File: src/rtl/progmem_loader.sv
// Loads a big-endian byte-stream program image into progmem, reads it back,
// and releases the CPU from reset only when both checksums match the host's.
module progmem_loader #(
  parameter int NUM_WORDS = 16,
  parameter int ADDR_W    = 4
) (
  input  logic              clk,
  input  logic              resetn,
  input  logic              start,
  input  logic [7:0]        s_data,
  input  logic              s_valid,
  output logic              s_ready,
  output logic [ADDR_W-1:0] mem_addr,
  output logic [15:0]       mem_din,
  output logic              mem_write_en,
  input  logic [15:0]       mem_dout,
  output logic              busy,
  output logic              done,
  output logic              error,
  output logic              cpu_resetn
);

  typedef enum logic [3:0] {
    IDLE, RX_HI, RX_LO, WRITE, CK_HI, CK_LO, VERIFY, CHECK, DONE, ERROR
  } state_t;

  localparam logic [ADDR_W-1:0] IDX_LAST  = ADDR_W'(NUM_WORDS - 1);
  localparam logic [ADDR_W:0]   VCNT_END  = (ADDR_W+1)'(NUM_WORDS);
  localparam logic [ADDR_W:0]   VADDR_END = (ADDR_W+1)'(NUM_WORDS - 1);

  state_t            state, state_nxt;
  logic [ADDR_W-1:0] idx;
  logic [ADDR_W:0]   vcnt;
  logic [7:0]        hi;
  logic [15:0]       rx_ck, rd_ck, host_ck;
  logic              xfer, go;

  assign xfer = s_valid & s_ready;
  assign go   = start & ~busy;

  always_ff @(posedge clk or negedge resetn) begin
    if (!resetn) state <= IDLE;
    else         state <= state_nxt;
  end

  // Handshake and status are pure decodes of the state register.
  always_comb begin
    state_nxt    = state;
    s_ready      = 1'b0;
    mem_write_en = 1'b0;
    busy         = 1'b1;
    done         = 1'b0;
    error        = 1'b0;
    cpu_resetn   = 1'b0;
    case (state)
      IDLE:   begin busy = 1'b0; if (start) state_nxt = RX_HI; end
      RX_HI:  begin s_ready = 1'b1; if (s_valid) state_nxt = RX_LO; end
      RX_LO:  begin s_ready = 1'b1; if (s_valid) state_nxt = WRITE; end
      WRITE:  begin
        mem_write_en = 1'b1;
        state_nxt    = (idx == IDX_LAST) ? CK_HI : RX_HI;
      end
      CK_HI:  begin s_ready = 1'b1; if (s_valid) state_nxt = CK_LO; end
      CK_LO:  begin s_ready = 1'b1; if (s_valid) state_nxt = VERIFY; end
      VERIFY: if (vcnt == VCNT_END) state_nxt = CHECK;
      CHECK:  state_nxt = (rx_ck == host_ck && rd_ck == host_ck) ? DONE : ERROR;
      DONE:   begin
        busy = 1'b0; done = 1'b1; cpu_resetn = 1'b1;
        if (start) state_nxt = RX_HI;
      end
      ERROR:  begin busy = 1'b0; error = 1'b1; if (start) state_nxt = RX_HI; end
      default: state_nxt = IDLE;
    endcase
  end

  // mem_addr/mem_din are registers so they hold outside WRITE and VERIFY.
  always_ff @(posedge clk or negedge resetn) begin
    if (!resetn) begin
      idx      <= '0;
      vcnt     <= '0;
      hi       <= '0;
      rx_ck    <= '0;
      rd_ck    <= '0;
      host_ck  <= '0;
      mem_addr <= '0;
      mem_din  <= '0;
    end else begin
      if (go) begin
        idx   <= '0;
        rx_ck <= '0;
        rd_ck <= '0;
      end
      case (state)
        RX_HI: if (xfer) hi <= s_data;
        RX_LO: if (xfer) begin
          mem_addr <= idx;
          mem_din  <= {hi, s_data};
          rx_ck    <= rx_ck ^ {hi, s_data};
        end
        WRITE: idx <= idx + 1'b1;
        CK_HI: if (xfer) host_ck[15:8] <= s_data;
        CK_LO: if (xfer) begin
          host_ck[7:0] <= s_data;
          vcnt         <= '0;
          mem_addr     <= '0;
        end
        // Read data lags the address by one cycle, so accumulation trails by one.
        VERIFY: begin
          vcnt <= vcnt + 1'b1;
          if (vcnt != '0)       rd_ck    <= rd_ck ^ mem_dout;
          if (vcnt < VADDR_END) mem_addr <= vcnt[ADDR_W-1:0] + 1'b1;
        end
        default: ;
      endcase
    end
  end

endmodule

File: config.mk
export PLATFORM = sky130hd
export DESIGN_NAME = progmem_loader
export DESIGN_NICKNAME = d
export VERILOG_FILES = /design/src/rtl/progmem_loader.sv
export SDC_FILE = /design/constraint.sdc
export NUM_CORES = 1
export LEC_CHECK = 0
export ABC_AREA = 0
export CAP_MARGIN = 20
export CORE_UTILIZATION = 50
export DETAILED_ROUTE_END_ITERATION = 7
export PLACE_DENSITY = 0.76
export SYNTH_ARGS = -nofsm -noshare
export SYNTH_HDL_FRONTEND = slang
export SYNTH_SLANG_ARGS = --single-unit
export TNS_END_PERCENT = 50
File: constraint.sdc
create_clock -name clk -period 5 [get_ports clk]
set_clock_uncertainty 0.05 [all_clocks]
set_input_delay 1.5 -clock clk [delete_from_list [all_inputs] [get_ports clk]]
set_output_delay 1.5 -clock clk [all_outputs]
set_load 0.005 [all_outputs]
==> flow_summary_export.csv <==
group,metric,value,unit
setup_path,cp-end-kind,"primary output",
cells_and_area,drive_gt1_frac,0.1150,
global_route,grt_max_degree,61,
synthesis,synth.distinct_cells,55,
clock_tree,cts_tree,"built",
detailed_routing,ant_nets,0,
synthesis,synth_edf_count,0,
hold_path,hp-class,"reg -> reg",
floorplan,core-area,8217,µm²
sta,fmax,261.5,MHz
cells_and_area,fill_cells,676,
sta,setup_viol,0,
sta,tightest_slew,770.5,ps
floorplan,core.rowCount,33,
sta,hold_violations,0,
sta,grt_setup_unrepaired,"no",
setup_path,critPathArrivalTime,2270,ps
setup_path,worst-r2r-setup-slack,2680,ps
clock_tree,postCtsSetupRepairBufs,0,
setup_path,start_kind,"flip-flop",
clock_tree,clock_path_buffers,2,
synthesis,ys_ff_latch,89,
sta,holdWs,436.7,ps
synthesis,syn_inst,408,
synthesis,synth_top_area_frac,0.5243,
clock_tree,numCtsBuffers,9,
global_route,globalRoute.totalOverflow,0,
synthesis,postSynthAreaPerCell,10.41,µm²
power_and_ir_drop,total_power,2.338,mW
cells_and_area,multiInputGateArea,1879,µm²
synthesis,yosysMostFrequentCell,"dfrtp_1",
synthesis,syn_area,4248,µm²
global_route,grt_usage,0.2292,
power_and_ir_drop,p_leak,2.441,nW
clock_tree,cts_resized,0,
detailed_routing,drt_first_pass_iters,4,
clock_tree,postCtsHoldBufs,0,
synthesis,yosysWarnings,0,
cells_and_area,utilization,0.6172,
cells_and_area,area_delta_synth_final,19.38,%
global_route,grt_pass1_vias,3084,
synthesis,synthTopCellsByCount,"89 x dfrtp_1, 75 x nand2_1, 37 x xor2_1",
detailed_routing,via_count,3123,
placement,postPlaceCellArea,4800,µm²
floorplan,start_util,0.5170,
detailed_routing,wl_per_cell,16.06,µm
synthesis,synth_fp_nets,439,
cells_and_area,stdcell_area,5071,µm²
floorplan,chipWidth,94.17,µm
run,cap_violations,0,
clock_tree,clk_latency,340,ps
setup_path,crit_type,"reg -> out",
run_status,status,"completed",
floorplan,chipHeight,94.17,µm
placement,port_buffers,53,
global_route,grt_pass1_wl,15320,µm
cells_and_area,diodes,0,
sta,drv_slew,0,
placement,gp_congestion,0.8545,
clock_tree,clk_pin_slew_worst_paths,80,ps
setup_path,critPathRequiredTime,3450,ps
global_route,antenna_found_initial,0,
cells_and_area,layout.nets,487,
placement,dp_hpwl,6266,µm
setup_path,path_max_fanout,17,
sta,post-route-min-period,3825,ps
floorplan,pin_count,54,
clock_tree,htree_levels,3,
synthesis,ys.flop_type,"dfrtp_1",
synthesis,synthTopCellsByArea,"dfrtp_1 52%, xor2_1 7.6%, mux2_2 7.4%",
synthesis,ys_async_sr_fraction,1.000,
power_and_ir_drop,max-vdd-ir-drop,0.0002276,V
detailed_routing,drt-total-wl,9091,µm
clock_tree,cts_root_buffer,"clkbuf_8",
synthesis,ys_seq_area_frac,0.5243,
clock_tree,cts_sinks,89,
sta,tns,0,ps
sta,max_slew_margin,0.4849,
sta,post-route-period-util,0.7650,
cells_and_area,area.sequential,2227,µm²
detailed_routing,viasPerCell,5.518,
detailed_routing,drt_iter0_markers,207,
floorplan,die_area,8868,µm²
power_and_ir_drop,power_density,461.1,nW/µm²
detailed_routing,drc_errors,0,
synthesis,synth_top_area_cell,"dfrtp_1",
metrics by stage:
| step | cells | setup WS (ps) |
|---|---|---|
| after CTS | 565 | 1186 |
| after floorplan | 408 | 2178 |
| after global routing | 566 | 989.9 |
| after global placement | 549 | 1593 |
| final | 566 | 1175 |
| after detailed placement | 549 | 1569 |
power breakdown:
part	leakage, nW	total (mW)	internal [mW]	switching, mW
clock	0.121	0.589	0.348	0.241
sequential	1.17	1.06	0.898	0.163
combinational	1.15	0.688	0.378	0.310
area by class of cell:
cell class / instances / area share
repair buffers: 55 / 0.1110
clock buffers: 12 / 0.02862
well taps: 105 / 0.02591
flip-flops and latches: 89 / 0.4392
inverters: 7 / 0.005181
clock inverters: 4 / 0.01949
multi-input cells: 294 / 0.3706
path summary, 6_finish.rpt:
path | from | endpoint | cells past startpoint
setup / recovery | state[2] | mem_write_en | 4
hold / removal | mem_din[9] | mem_din[9] | 2
setup reg to reg | state[0] | rx_ck[0] | 5
hold reg to reg | mem_din[9] | mem_din[9] | 2
max in group asynchronous | resetn | host_ck[8] | 2
min in group asynchronous | resetn | mem_addr[3] | 1
layer usage:
layer | vias to the layer above | routed length (µm) | track usage
li1 | 1503 | - | -
met1 | 1518 | 4112 | 0.3172
met2 | 85 | 4313 | 0.3551
met3 | 17 | 476 | 0.03560
met4 | 0 | 189 | 0.1026
met5 | - | 0 | 0
layout by cell type (no fill, tap or decap), types with 2 or more instances in the layout:
cell type / instances
clkdlybuf4s50_1: 52
xor2_1: 37
a21oi_1: 7
nor2b_1: 2
nand3_1: 36
inv_1: 7
ha_1: 3
clkbuf_8: 10
nor3_1: 4
o21ai_1: 5
nand2b_1: 2
buf_4: 2
nor4_1: 7
nand4_1: 3
nor2_1: 16
dfrtp_1: 89
clkbuf_1: 2
nand2_1: 75
bufinv_16: 3
nand3b_1: 2
xnor2_1: 3
and3_1: 2
a22o_1: 4
o21ai_0: 28
mux2_2: 28
sequential cells by signal (all words and copies together), names as in the netlist:
register	cells
mem_addr	4
host_ck	16
mem_din	16
vcnt	5
hi	8
rx_ck	16
rd_ck	16
state	4
idx	4
critical path, cell delays in order (launching register included):
cell and delay [ps]:
dfrtp_1 590, nor2_1 340, nand3_1 280, inv_1 200, clkdlybuf4s50_1 510
cell families (layout without fill, tap and decap cells):
| group | Yosys count | in the layout | share of synthesized area |
|---|---|---|---|
| AO/OA/AOI/OAI | 60 | 60 | 0.08984 |
| XOR/XNOR | 40 | 40 | 0.08248 |
| adder cells (fa/ha/maj) | 3 | 3 | 0.008837 |
| buffers and inverters | 25 | 78 | 0.03328 |
| flip-flops | 89 | 89 | 0.5243 |
| multiplexers | 29 | 29 | 0.07658 |
| AND/OR/NAND/NOR | 162 | 162 | 0.1847 |
Power figures use the tool's default switching activity.
